**src/rtl/axi_id_remap_cnt_table_if.sv**
```systemverilog
// ---------------------------------------------------------------------------
// axi_id_remap_cnt_table_if
//
// Bundles the lookup, push and pop signals of the ID remap counting table.
// Member names keep their table-side direction suffix (_i = into the table,
// _o = out of the table) so both sides read the same names.
//
//   slave  modport : the table itself
//   master modport : the upstream ID-remapping handshake logic
//
// Parameters:
//   InpIdWidth : width of the upstream (input) AXI ID
//   IdxWidth   : width of the output ID / table index
// ---------------------------------------------------------------------------
interface axi_id_remap_cnt_table_if #(
  parameter int unsigned InpIdWidth = 4,
  parameter int unsigned IdxWidth   = 2
);

  // Free-entry search
  logic                  free_o;
  logic [IdxWidth-1:0]   free_oup_id_o;
  logic                  full_o;

  // Input-ID lookup
  logic [InpIdWidth-1:0] exists_inp_id_i;
  logic                  exists_o;
  logic [IdxWidth-1:0]   exists_oup_id_o;
  logic                  exists_full_o;

  // Push (new transaction)
  logic                  push_i;
  logic [InpIdWidth-1:0] push_inp_id_i;
  logic [IdxWidth-1:0]   push_oup_id_i;

  // Pop (retired transaction)
  logic                  pop_i;
  logic [IdxWidth-1:0]   pop_oup_id_i;
  logic [InpIdWidth-1:0] pop_inp_id_o;

  modport slave (
    output free_o, free_oup_id_o, full_o,
    input  exists_inp_id_i,
    output exists_o, exists_oup_id_o, exists_full_o,
    input  push_i, push_inp_id_i, push_oup_id_i,
    input  pop_i, pop_oup_id_i,
    output pop_inp_id_o
  );

  modport master (
    input  free_o, free_oup_id_o, full_o,
    output exists_inp_id_i,
    input  exists_o, exists_oup_id_o, exists_full_o,
    output push_i, push_inp_id_i, push_oup_id_i,
    output pop_i, pop_oup_id_i,
    input  pop_inp_id_o
  );

endinterface

```
**src/rtl/axi_id_remap_cnt_table.sv**
```systemverilog
// ---------------------------------------------------------------------------
// axi_id_remap_cnt_table
//
// ID remap table with per-entry transaction counters. Each entry binds one
// input ID to one output ID (the entry index); outstanding transactions with
// the same input ID share an entry and are counted, which keeps same-ID
// ordering and saves table slots. One instance per direction (AW/B, AR/R).
//
// Ports:
//   clk_i   : clock
//   rst_ni  : asynchronous active-low reset, clears every entry
//   tbl     : slave side of axi_id_remap_cnt_table_if
//             free_o / free_oup_id_o / full_o        lowest free entry
//             exists_inp_id_i -> exists_o / exists_oup_id_o / exists_full_o
//             push_i / push_inp_id_i / push_oup_id_i  add a transaction
//             pop_i / pop_oup_id_i -> pop_inp_id_o    retire a transaction
//
// All outputs are combinational from the table state and the lookup inputs;
// push and pop take effect on the next rising clock edge.
// ---------------------------------------------------------------------------
module axi_id_remap_cnt_table #(
  parameter int unsigned InpIdWidth    = 4,
  parameter int unsigned MaxUniqInpIds = 4,
  parameter int unsigned MaxTxnsPerId  = 4
) (
  input  logic                      clk_i,
  input  logic                      rst_ni,
  axi_id_remap_cnt_table_if.slave   tbl
);

  localparam int unsigned IdxWidth = (MaxUniqInpIds > 1) ? $clog2(MaxUniqInpIds) : 1;
  localparam int unsigned CntWidth = $clog2(MaxTxnsPerId + 1);

  typedef logic [InpIdWidth-1:0] id_t;
  typedef logic [IdxWidth-1:0]   idx_t;
  typedef logic [CntWidth-1:0]   cnt_t;

  localparam cnt_t CntMax = cnt_t'(MaxTxnsPerId);

  id_t  inp_id_q [MaxUniqInpIds];
  id_t  inp_id_d [MaxUniqInpIds];
  cnt_t cnt_q    [MaxUniqInpIds];
  cnt_t cnt_d    [MaxUniqInpIds];

  logic [MaxUniqInpIds-1:0] push_sel, pop_sel;
  logic free, exists, exists_full;
  idx_t free_idx, exists_idx;
  id_t  pop_id, push_stored_id;
  cnt_t pop_cnt, push_cnt;

  // With a single entry the index carries no information, so every index
  // value addresses entry 0.
  function automatic logic idx_hit(input idx_t idx, input int i);
    if (MaxUniqInpIds == 1) return 1'b1;
    return idx == idx_t'(i);
  endfunction

  // Lookups: lowest-index free entry, lowest-index live match, and the
  // entries addressed by push/pop.
  always_comb begin
    // NOTE: every variable gets a default before the loop so no path leaves
    // it unassigned; otherwise synthesis would infer a latch.
    free           = 1'b0;
    free_idx       = '0;
    exists         = 1'b0;
    exists_idx     = '0;
    exists_full    = 1'b0;
    pop_id         = '0;
    pop_cnt        = '0;
    push_stored_id = '0;
    push_cnt       = '0;
    push_sel       = '0;
    pop_sel        = '0;
    for (int i = 0; i < int'(MaxUniqInpIds); i++) begin
      if (!free && cnt_q[i] == '0) begin
        free     = 1'b1;
        free_idx = idx_t'(i);
      end
      if (!exists && cnt_q[i] != '0 && inp_id_q[i] == tbl.exists_inp_id_i) begin
        exists      = 1'b1;
        exists_idx  = idx_t'(i);
        exists_full = (cnt_q[i] == CntMax);
      end
      if (idx_hit(tbl.pop_oup_id_i, i)) begin
        pop_id  = inp_id_q[i];
        pop_cnt = cnt_q[i];
      end
      if (idx_hit(tbl.push_oup_id_i, i)) begin
        push_stored_id = inp_id_q[i];
        push_cnt       = cnt_q[i];
      end
      push_sel[i] = tbl.push_i && idx_hit(tbl.push_oup_id_i, i);
      pop_sel[i]  = tbl.pop_i  && idx_hit(tbl.pop_oup_id_i, i);
    end
  end

  // Next state. A push and a pop on the same entry cancel out; a push into
  // a free entry (re)binds its input ID.
  always_comb begin
    for (int i = 0; i < int'(MaxUniqInpIds); i++) begin
      // NOTE: combinational logic uses blocking '=' so later statements see
      // the updated value; registers below use non-blocking '<='.
      inp_id_d[i] = inp_id_q[i];
      cnt_d[i]    = cnt_q[i];
      if (push_sel[i] && !pop_sel[i]) begin
        if (cnt_q[i] == '0) begin
          inp_id_d[i] = tbl.push_inp_id_i;
          cnt_d[i]    = cnt_t'(1);
        end else begin
          cnt_d[i] = cnt_q[i] + cnt_t'(1);
        end
      end else if (pop_sel[i] && !push_sel[i]) begin
        cnt_d[i] = cnt_q[i] - cnt_t'(1);
      end
    end
  end

  always_ff @(posedge clk_i or negedge rst_ni) begin
    if (!rst_ni) begin
      // NOTE: the table is a register array, not a RAM macro, so every entry
      // is cleared by reset; a reset must discard all outstanding IDs.
      for (int i = 0; i < int'(MaxUniqInpIds); i++) begin
        inp_id_q[i] <= '0;
        cnt_q[i]    <= '0;
      end
    end else begin
      for (int i = 0; i < int'(MaxUniqInpIds); i++) begin
        inp_id_q[i] <= inp_id_d[i];
        cnt_q[i]    <= cnt_d[i];
      end
    end
  end

  assign tbl.free_o          = free;
  assign tbl.free_oup_id_o   = free_idx;
  assign tbl.full_o          = ~free;
  assign tbl.exists_o        = exists;
  assign tbl.exists_oup_id_o = exists_idx;
  assign tbl.exists_full_o   = exists_full;
  assign tbl.pop_inp_id_o    = pop_id;

`ifndef SYNTHESIS
  initial begin
    if (InpIdWidth < 1)    $fatal(1, "InpIdWidth must be at least 1");
    if (MaxUniqInpIds < 1) $fatal(1, "MaxUniqInpIds must be at least 1");
    if (MaxTxnsPerId < 1)  $fatal(1, "MaxTxnsPerId must be at least 1");
    // The caller zero-extends this index into its output ID.
    if ($bits(tbl.free_oup_id_o) != IdxWidth)
      $fatal(1, "interface IdxWidth must equal %0d", IdxWidth);
  end

  // Opening a free entry must use the entry the free search offers.
  a_push_free : assert property (@(posedge clk_i) disable iff (!rst_ni)
    (tbl.push_i && push_cnt == '0) |-> (free && tbl.push_oup_id_i == free_idx))
    else $error("push into free entry other than free_oup_id_o");

  // Joining a live entry needs the same input ID and room in the counter.
  a_push_live : assert property (@(posedge clk_i) disable iff (!rst_ni)
    (tbl.push_i && push_cnt != '0) |->
      (push_stored_id == tbl.push_inp_id_i && push_cnt < CntMax))
    else $error("push into live entry with wrong ID or full counter");

  a_pop_live : assert property (@(posedge clk_i) disable iff (!rst_ni)
    tbl.pop_i |-> (pop_cnt != '0))
    else $error("pop from free entry");

  a_push_range : assert property (@(posedge clk_i) disable iff (!rst_ni)
    tbl.push_i |-> (MaxUniqInpIds == 1 || int'(tbl.push_oup_id_i) < int'(MaxUniqInpIds)))
    else $error("push_oup_id_i out of range");

  a_pop_range : assert property (@(posedge clk_i) disable iff (!rst_ni)
    tbl.pop_i |-> (MaxUniqInpIds == 1 || int'(tbl.pop_oup_id_i) < int'(MaxUniqInpIds)))
    else $error("pop_oup_id_i out of range");
`endif

endmodule

```
**src/flat_wrapper.sv**
```systemverilog
// flat-port wrapper written by rule: the top's interface ports become plain ports
module axi_id_remap_cnt_table_flat 
#(
  parameter int unsigned InpIdWidth    = 4,
  parameter int unsigned MaxUniqInpIds = 4,
  parameter int unsigned MaxTxnsPerId  = 4
)
  (clk_i, rst_ni, tbl_free_o, tbl_free_oup_id_o, tbl_full_o, tbl_exists_inp_id_i, tbl_exists_o, tbl_exists_oup_id_o, tbl_exists_full_o, tbl_push_i, tbl_push_inp_id_i, tbl_push_oup_id_i, tbl_pop_i, tbl_pop_oup_id_i, tbl_pop_inp_id_o);
  axi_id_remap_cnt_table_if #(.InpIdWidth(InpIdWidth)) tbl_i ();
  input  logic clk_i;
  input  logic rst_ni;
  output wire logic [$bits(tbl_i.free_o)-1:0] tbl_free_o;
  output wire logic [$bits(tbl_i.free_oup_id_o)-1:0] tbl_free_oup_id_o;
  output wire logic [$bits(tbl_i.full_o)-1:0] tbl_full_o;
  input wire logic [$bits(tbl_i.exists_inp_id_i)-1:0] tbl_exists_inp_id_i;
  output wire logic [$bits(tbl_i.exists_o)-1:0] tbl_exists_o;
  output wire logic [$bits(tbl_i.exists_oup_id_o)-1:0] tbl_exists_oup_id_o;
  output wire logic [$bits(tbl_i.exists_full_o)-1:0] tbl_exists_full_o;
  input wire logic [$bits(tbl_i.push_i)-1:0] tbl_push_i;
  input wire logic [$bits(tbl_i.push_inp_id_i)-1:0] tbl_push_inp_id_i;
  input wire logic [$bits(tbl_i.push_oup_id_i)-1:0] tbl_push_oup_id_i;
  input wire logic [$bits(tbl_i.pop_i)-1:0] tbl_pop_i;
  input wire logic [$bits(tbl_i.pop_oup_id_i)-1:0] tbl_pop_oup_id_i;
  output wire logic [$bits(tbl_i.pop_inp_id_o)-1:0] tbl_pop_inp_id_o;
  assign tbl_free_o = tbl_i.free_o;
  assign tbl_free_oup_id_o = tbl_i.free_oup_id_o;
  assign tbl_full_o = tbl_i.full_o;
  assign tbl_i.exists_inp_id_i = tbl_exists_inp_id_i;
  assign tbl_exists_o = tbl_i.exists_o;
  assign tbl_exists_oup_id_o = tbl_i.exists_oup_id_o;
  assign tbl_exists_full_o = tbl_i.exists_full_o;
  assign tbl_i.push_i = tbl_push_i;
  assign tbl_i.push_inp_id_i = tbl_push_inp_id_i;
  assign tbl_i.push_oup_id_i = tbl_push_oup_id_i;
  assign tbl_i.pop_i = tbl_pop_i;
  assign tbl_i.pop_oup_id_i = tbl_pop_oup_id_i;
  assign tbl_pop_inp_id_o = tbl_i.pop_inp_id_o;
  axi_id_remap_cnt_table #(.InpIdWidth(InpIdWidth), .MaxUniqInpIds(MaxUniqInpIds), .MaxTxnsPerId(MaxTxnsPerId)) u_core (.clk_i(clk_i), .rst_ni(rst_ni), .tbl(tbl_i));
endmodule
```
**config.mk**
```make
export PLATFORM = sky130hd
export DESIGN_NAME = axi_id_remap_cnt_table_flat
export DESIGN_NICKNAME = d
export VERILOG_FILES = /design/src/rtl/axi_id_remap_cnt_table_if.sv /design/src/rtl/axi_id_remap_cnt_table.sv /design/src/flat_wrapper.sv
export SDC_FILE = /design/constraint.sdc
export NUM_CORES = 1
export LEC_CHECK = 0
export CORE_ASPECT_RATIO = 0.7
export CORE_MARGIN = 1
export CORE_UTILIZATION = 49
export DETAILED_ROUTE_END_ITERATION = 10
export HOLD_SLACK_MARGIN = 0.05
export PLACE_DENSITY = 0.76
export SLEW_MARGIN = 20
export SYNTH_ARGS = -nofsm -noshare
export SYNTH_HDL_FRONTEND = slang
export SYNTH_SLANG_ARGS = --single-unit
export TNS_END_PERCENT = 5
```
**constraint.sdc**
```tcl
create_clock -name clk_i -period 1.5 [get_ports clk_i]
set_input_delay 0.15 -clock clk_i [delete_from_list [all_inputs] [get_ports clk_i]]
set_output_delay 0.15 -clock clk_i [all_outputs]
set_load 0.05 [all_outputs]
```
==> results.sh, run 1 <==
export IMPL_layout_commonest_cell="buf_4"
export IMPL_regArea_um2=700.7
export IMPL_syn2layout_area_growth_pct=53.98
export IMPL_grt_start_max_net_pins=29
export IMPL_synth_area_mux_share_pct=14.32
export IMPL_num_vias=1741
export IMPL_start_util_pct=52.36
export IMPL_rsz0062_at_grt="true"
export IMPL_path_cells="xor2_1 -> nor4_2 -> nand2_1 -> a211oi_2 -> o32ai_4 -> buf_6"
export IMPL_netlist_instances=188
export IMPL_layout_min_cycle_time_ns=2.075
export IMPL_comb_power_share_pct=61.9
export IMPL_synth_compound_area_share_pct=9.416
export IMPL_clock_latency_ns=0.29
export IMPL_antenna_found_initial=0
export IMPL_grt_pass1_vias=1840
export IMPL_cts_max_level=1
export IMPL_synth_simple_area_share_pct=17.57
export IMPL_drive_gt1_share_pct=46.54
export IMPL_cts_sinks=28
export IMPL_syn_num_nets=220
export IMPL_syn_avg_cell_area_um2=10.04
export IMPL_drtPass1Iterations=4
export IMPL_synth_area_top_cells="dfrtp_1 37%, ha_1 11%, mux2_2 9.5%"
export IMPL_maxCapViolCount=0
export IMPL_wire_per_inst_um=18.02
export IMPL_die_y_um=53.92
export IMPL_drcViolationCount=0
export IMPL_slew_headroom_pct=73.48
export IMPL_fin_skew_ns=0.009387
export IMPL_p_seq_share_pct=26.1
export IMPL_gp_congestion=0.8300
export IMPL_fin_ws_ns=-0.5749
export IMPL_ioPinCount=28
export IMPL_mostFrequentLayoutCells="40 x buf_4, 28 x dfrtp_1, 16 x a21oi_1, 16 x mux2_2, 12 x xor2_1"
export IMPL_cts_tree="done"
export IMPL_violations="setup timing"
export IMPL_place_area_um2=2676
export IMPL_syn_cell_area_um2=1887
export IMPL_drt_iter0_drc=133
export IMPL_numCtsBuffers=3
export IMPL_slowest_delay_ns=0.42
export IMPL_synth_top_area_share_pct=37.14
export IMPL_cts_setup_buffers=0
export IMPL_cts_buffer_depth=2
export IMPL_cp_end_kind="primary output"
export IMPL_synth_fa_ha_area_share_pct=10.61
export IMPL_multi_input_area_um2=1341
export IMPL_p_per_area_nw_per_um2=1784
export IMPL_timing_fmax_ghz=0.4820
export IMPL_p_switching_uw=2220
export IMPL_critical_path_arrival_ns=1.92
export IMPL_yosys_area_top_type="dfrtp_1"
export IMPL_period_share_pct=138.3
export IMPL_seq_area_frac_synth_pct=37.14
export IMPL_swShare_pct=42.85
export IMPL_portBuffers=27
export IMPL_yosysWarnings=0
export IMPL_design_area_um2=2905
export IMPL_clkPwrFrac_pct=12.0
export IMPL_p_leak_uw=0.001403
export IMPL_path_clk_slew_ns=0.11
export IMPL_synth_top_family_by_area="simple AND/OR/NAND/NOR gates"
export IMPL_crit_fanout=3
export IMPL_via_per_inst=5.616
export IMPL_die_w_um=76.17
export IMPL_antenna_cells=0
export IMPL_outcome="finished with violations"
export IMPL_slew_violations=0
export IMPL_worst_pin_slew_ns=0.3977
export IMPL_critPathTopFamily="simple AND/OR/NAND/NOR gates"
export IMPL_r2r_slack_ns=0.03
export IMPL_power_total_uw=5182
export IMPL_ant_nets=0
export IMPL_crit_type="flop to primary output"
export IMPL_wl_um=5586
export IMPL_synth_xor_area_share_pct=7.891
export IMPL_fillers=204
export IMPL_rows=18
export IMPL_ir_drop_v=0.001156
export IMPL_setup_viol=13
export IMPL_slowest_stage="dfrtp_1"
export IMPL_internal_power_uw=2962
export IMPL_crit_required_ns=1.35
export IMPL_grt_usage_pct=27.83
export IMPL_nets=293
export IMPL_dp_hpwl_um=3981
export IMPL_grt_pass1_wl_um=8569
export IMPL_grt_remaining_overflow=0
export IMPL_core_area_um2=3603
export IMPL_ys_types=31
export IMPL_min_path_type="primary input to async pin"
export IMPL_root_buffer="clkbuf_8"
export IMPL_hold_viol_final=0
export IMPL_dieArea_um2=4107
export IMPL_critPathBufInv=1
export IMPL_postCtsHoldBufs=0
export IMPL_startpoint_type="flop"
export IMPL_synth_seq_cells=28
-- power by group through the flow --
stage	registers, µW	clock network (µW)	logic, µW
finish	1350	623	3210
global route	1380	647	3390
CTS	1310	617	3100
detailed placement	1320	0	2960
global placement	1290	0	2850
floorplan	1260	0	1720
-- per-stage QoR --
stage	utilization [%]	worst slack [ns]	hold WS (ns)	instances	TNS, ns
6_report	80.63	-0.5749	0.2301	310	-3.808
5_1_grt	80.63	-0.6989	0.3076	310	-4.708
4_1_cts	79.41	-0.5493	0.2572	310	-3.827
3_5_place_dp	74.27	-0.6450	0.5226	306	-13.12
3_3_place_gp	74.27	-0.5100	0.5056	306	-11.59
2_1_floorplan	-	-0.1937	-0.1456	188	-1.586
-- kinds of logic after synthesis --
| family | Yosys count |
|---|---|
| muxes | 20 |
| AOI/OAI and AO/OA | 32 |
| xor gates and xnor gates | 17 |
| and+or+nand+nor | 60 |
| buffers and inverters | 15 |
| adders and majority gates | 16 |
| DFF | 28 |
-- what timing repair did --
item | in CTS | in global routing
gates resized for setup | 34 | 14
endpoints found under the setup margin | 37 | 35
pin swaps | 5 | 1
-- flip-flops by register name, summed over array words and instances, names as in the netlist --
register and count:
u_core.cnt_q 12, u_core.inp_id_q 16
-- worst paths after layout --
kind                                 startpoint             endpoint  cells after the start
min reg2reg                     u_core.cnt_q[2]      u_core.cnt_q[2]                      1
min                                      rst_ni   u_core.inp_id_q[2]                      2
max                          u_core.inp_id_q[9]    tbl_exists_full_o                      6
max in group asynchronous                rst_ni      u_core.cnt_q[7]                      2
min in group clk_i         tbl_push_oup_id_i[0]  u_core.inp_id_q[12]                      5
max reg2reg                     u_core.cnt_q[1]   u_core.inp_id_q[3]                      6
-- layer usage --
metal	wire (µm)	GRT usage, %
met5	0	0
met4	83	10.58
met3	293	4.237
met2	2854	51.21
met1	2354	34.33
-- worst register-to-register path: cells and delay by family (launching register included) --
| family | cells | cell delay, ns |
|---|---|---|
| flops | 1 | 0.41 |
| fa+ha+maj | 1 | 0.16 |
| buf+inv | 2 | 0.20 |
| simple gates | 2 | 0.24 |
| mux | 1 | 0.35 |
-- cells in the mapped netlist --
library cell / number
o31ai_1: 1
o21ai_0: 7
xor2_1: 12
nand3b_1: 2
buf_2: 1
or3b_2: 1
a211oi_1: 3
nor2_1: 10
xnor2_1: 5
a21oi_1: 18
clkbuf_1: 1
nor3_1: 4
mux4_2: 4
nor4_2: 3
nand2b_1: 6
mux2_2: 16
nor2b_1: 5
nor4_1: 1
and3b_1: 1
nor4b_1: 1
and3_2: 1
nand2_1: 16
ha_1: 16
o32ai_1: 1
and3_1: 4
nor3b_1: 1
a31oi_1: 1
inv_1: 13
nand3_1: 4
dfrtp_1: 28
o211ai_1: 1
-- cell type report --
type	count	area share (%)
well taps	50	2.153
multi-input cells	145	46.17
clock buffers	3	1.421
clock inverters	1	1.034
repair buffers	70	23.30
inverters	13	1.809
flip-flops and latches	28	24.12
No activity file was read; power rests on OpenSTA's default activity.
==> run 2, diff against run 1 <==
- CORE_UTILIZATION: 49 -> 55
- DONT_BUFFER_PORTS: unset -> 1
- PLACE_DENSITY: 0.76 -> 0.73
==> run 2 against run 1 <==
Against the previous run:
- the run still ends with setup timing left
- combinational power is essentially flat
- register-to-register slack hardly changed
- routed wire length grew 5.9%
- largest cell class unchanged
- clock skew shrank 0.00092 ns
- critical path type unchanged
- count of clock-buffer cells in the layout is the same
- first-iteration DRC count shrank 12%
- critical endpoint unchanged
==> results.sh, run 2 (synthesis results as in run 1) <==
export IMPL_outcome="finished with violations"
export IMPL_violations="setup timing"
export IMPL_dieArea_um2=3673
export IMPL_path_clk_slew_ns=0.10
export IMPL_p_leak_uw=0.001262
export IMPL_top_regs="u_core.inp_id_q: 16 flops, u_core.cnt_q: 12 flops"
export IMPL_slew_headroom_pct=69.83
export IMPL_start_util_pct=58.75
export IMPL_rows=17
export IMPL_crit_required_ns=1.35
export IMPL_die_w_um=72.01
export IMPL_startpoint_type="flop"
export IMPL_mostFrequentLayoutCells="31 x buf_4, 28 x dfrtp_1, 16 x a21oi_1, 16 x mux2_2"
export IMPL_cp_end_kind="primary output"
export IMPL_crit_type="flop to primary output"
export IMPL_clock_latency_ns=0.29
export IMPL_min_path_type="primary input to flop"
export IMPL_drive_gt1_share_pct=45.23
export IMPL_worst_pin_slew_ns=0.4488
export IMPL_slew_violations=0
export IMPL_whs_ns=0.2459
export IMPL_hold_viol_final=0
export IMPL_root_buffer="clkbuf_8"
export IMPL_grt_pass1_vias=1832
export IMPL_met2_usage_pct=55.66
export IMPL_setup_viol=12
export IMPL_drtPass1Iterations=4
export IMPL_drt_iter0_drc=117
export IMPL_fin_ws_ns=-0.6836
export IMPL_maxCapViolCount=0
export IMPL_antenna_found_initial=0
export IMPL_ioPinCount=28
export IMPL_cts_buffer_depth=2
export IMPL_period_share_pct=145.6
export IMPL_numCtsBuffers=3
export IMPL_wire_per_inst_um=20.54
export IMPL_cts_max_level=1
export IMPL_crit_fanout=3
export IMPL_fin_skew_ns=0.008465
export IMPL_rsz0062_at_grt="true"
export IMPL_syn2layout_area_growth_pct=42.37
export IMPL_dp_hpwl_um=4070
export IMPL_critical_path_arrival_ns=2.03
export IMPL_ir_drop_v=0.001004
export IMPL_layout_commonest_cell="buf_4"
export IMPL_nets=274
export IMPL_largest_register_ffs=16
export IMPL_busiest_layer="met2"
export IMPL_power_total_uw=5146
export IMPL_utilization_pct=83.64
export IMPL_drcViolationCount=0
export IMPL_gp_congestion=0.8290
export IMPL_p_per_area_nw_per_um2=1916
export IMPL_top_register="u_core.inp_id_q"
export IMPL_grt_usage_pct=33.70
export IMPL_portBuffers=0
export IMPL_layout_min_cycle_time_ns=2.184
export IMPL_ant_nets=0
export IMPL_grt_use_met1_pct=42.68
export IMPL_core_area_um2=3212
export IMPL_wl_um=5916
export IMPL_timing_fmax_ghz=0.4580
export IMPL_die_y_um=51.01
export IMPL_cts_setup_buffers=0
export IMPL_cts_sinks=28
export IMPL_antenna_cells=0
export IMPL_grt_start_max_net_pins=29
export IMPL_grtUsageMet3_pct=7.495
export IMPL_grt_remaining_overflow=0
export IMPL_num_vias=1753
export IMPL_via_per_inst=6.087
export IMPL_cts_tree="done"
export IMPL_grt_pass1_wl_um=9073
-- run 2: final timing paths --
| kind | end | from | cells past startpoint | slack [ns] |
|---|---|---|---|---|
| min | u_core.cnt_q[7] | tbl_pop_i | 3 | 0.25 |
| max in group asynchronous | u_core.cnt_q[2] | rst_ni | 2 | 1.02 |
| max | tbl_exists_full_o | u_core.inp_id_q[7] | 6 | -0.68 |
| min reg2reg | u_core.inp_id_q[12] | u_core.inp_id_q[12] | 1 | 0.58 |
| max reg2reg | u_core.cnt_q[4] | u_core.cnt_q[4] | 8 | 0.02 |
| min in group asynchronous | u_core.cnt_q[11] | rst_ni | 2 | 0.31 |
-- run 2: layout make-up --
type	count	area [µm²]
multi-input cells	145	1299
fillers	166	525.5
inverters	13	52.55
repair buffers	51	504.2
clock buffers	3	41.29
well taps	47	58.81
flip-flops and latches	28	700.7
clock inverters	1	30.03
-- run 2: power by group --
part,switching (µW),leakage [µW],internal [µW]
sequential,293,0.000347,1050
clock,268,0.0000357,359
combinational,1700,0.000879,1480
-- run 2: routing by layer --
| metal | wire [µm] | part of all wire (%) | vias up |
|---|---|---|---|
| li1 | - | - | 769 |
| met1 | 2381 | 40 | 863 |
| met2 | 2837 | 48 | 85 |
| met3 | 421 | 7.1 | 36 |
| met4 | 275 | 4.6 | 0 |
| met5 | 0 | 0 | - |
-- run 2: what timing repair did --
| action | in CTS | in global routing |
|---|---|---|
| hold buffers | 6 | 0 |
| pin swaps | 3 | 3 |
| cloned | 0 | 0 |
| endpoints found under the setup margin | 30 | 31 |
| hold endpoints to repair | 44 | 0 |
| resized for setup | 15 | 19 |
-- run 2: stage by stage --
| stage | instance area (µm²) | setup slack (ns) | TNS (ns) | std cells |
|---|---|---|---|---|
| 6_report | 2686 | -0.6836 | -4.130 | 288 |
| 5_1_grt | 2686 | -0.7591 | -4.977 | 288 |
| 4_1_cts | 2625 | -0.5723 | -3.872 | 288 |
| 3_5_place_dp | 2435 | -0.2536 | -2.081 | 278 |
| 3_3_place_gp | 2435 | -0.2316 | -1.208 | 278 |
| 2_1_floorplan | 1984 | -0.1937 | -1.586 | 188 |
-- run 2: critical path: stages (launching register included) --
cell and delay [ns]:
dfrtp_1 0.44, xor2_1 0.18, nor4_2 0.48, and3_1 0.24, a211oi_2 0.09, o32ai_4 0.14, buf_12 0.18
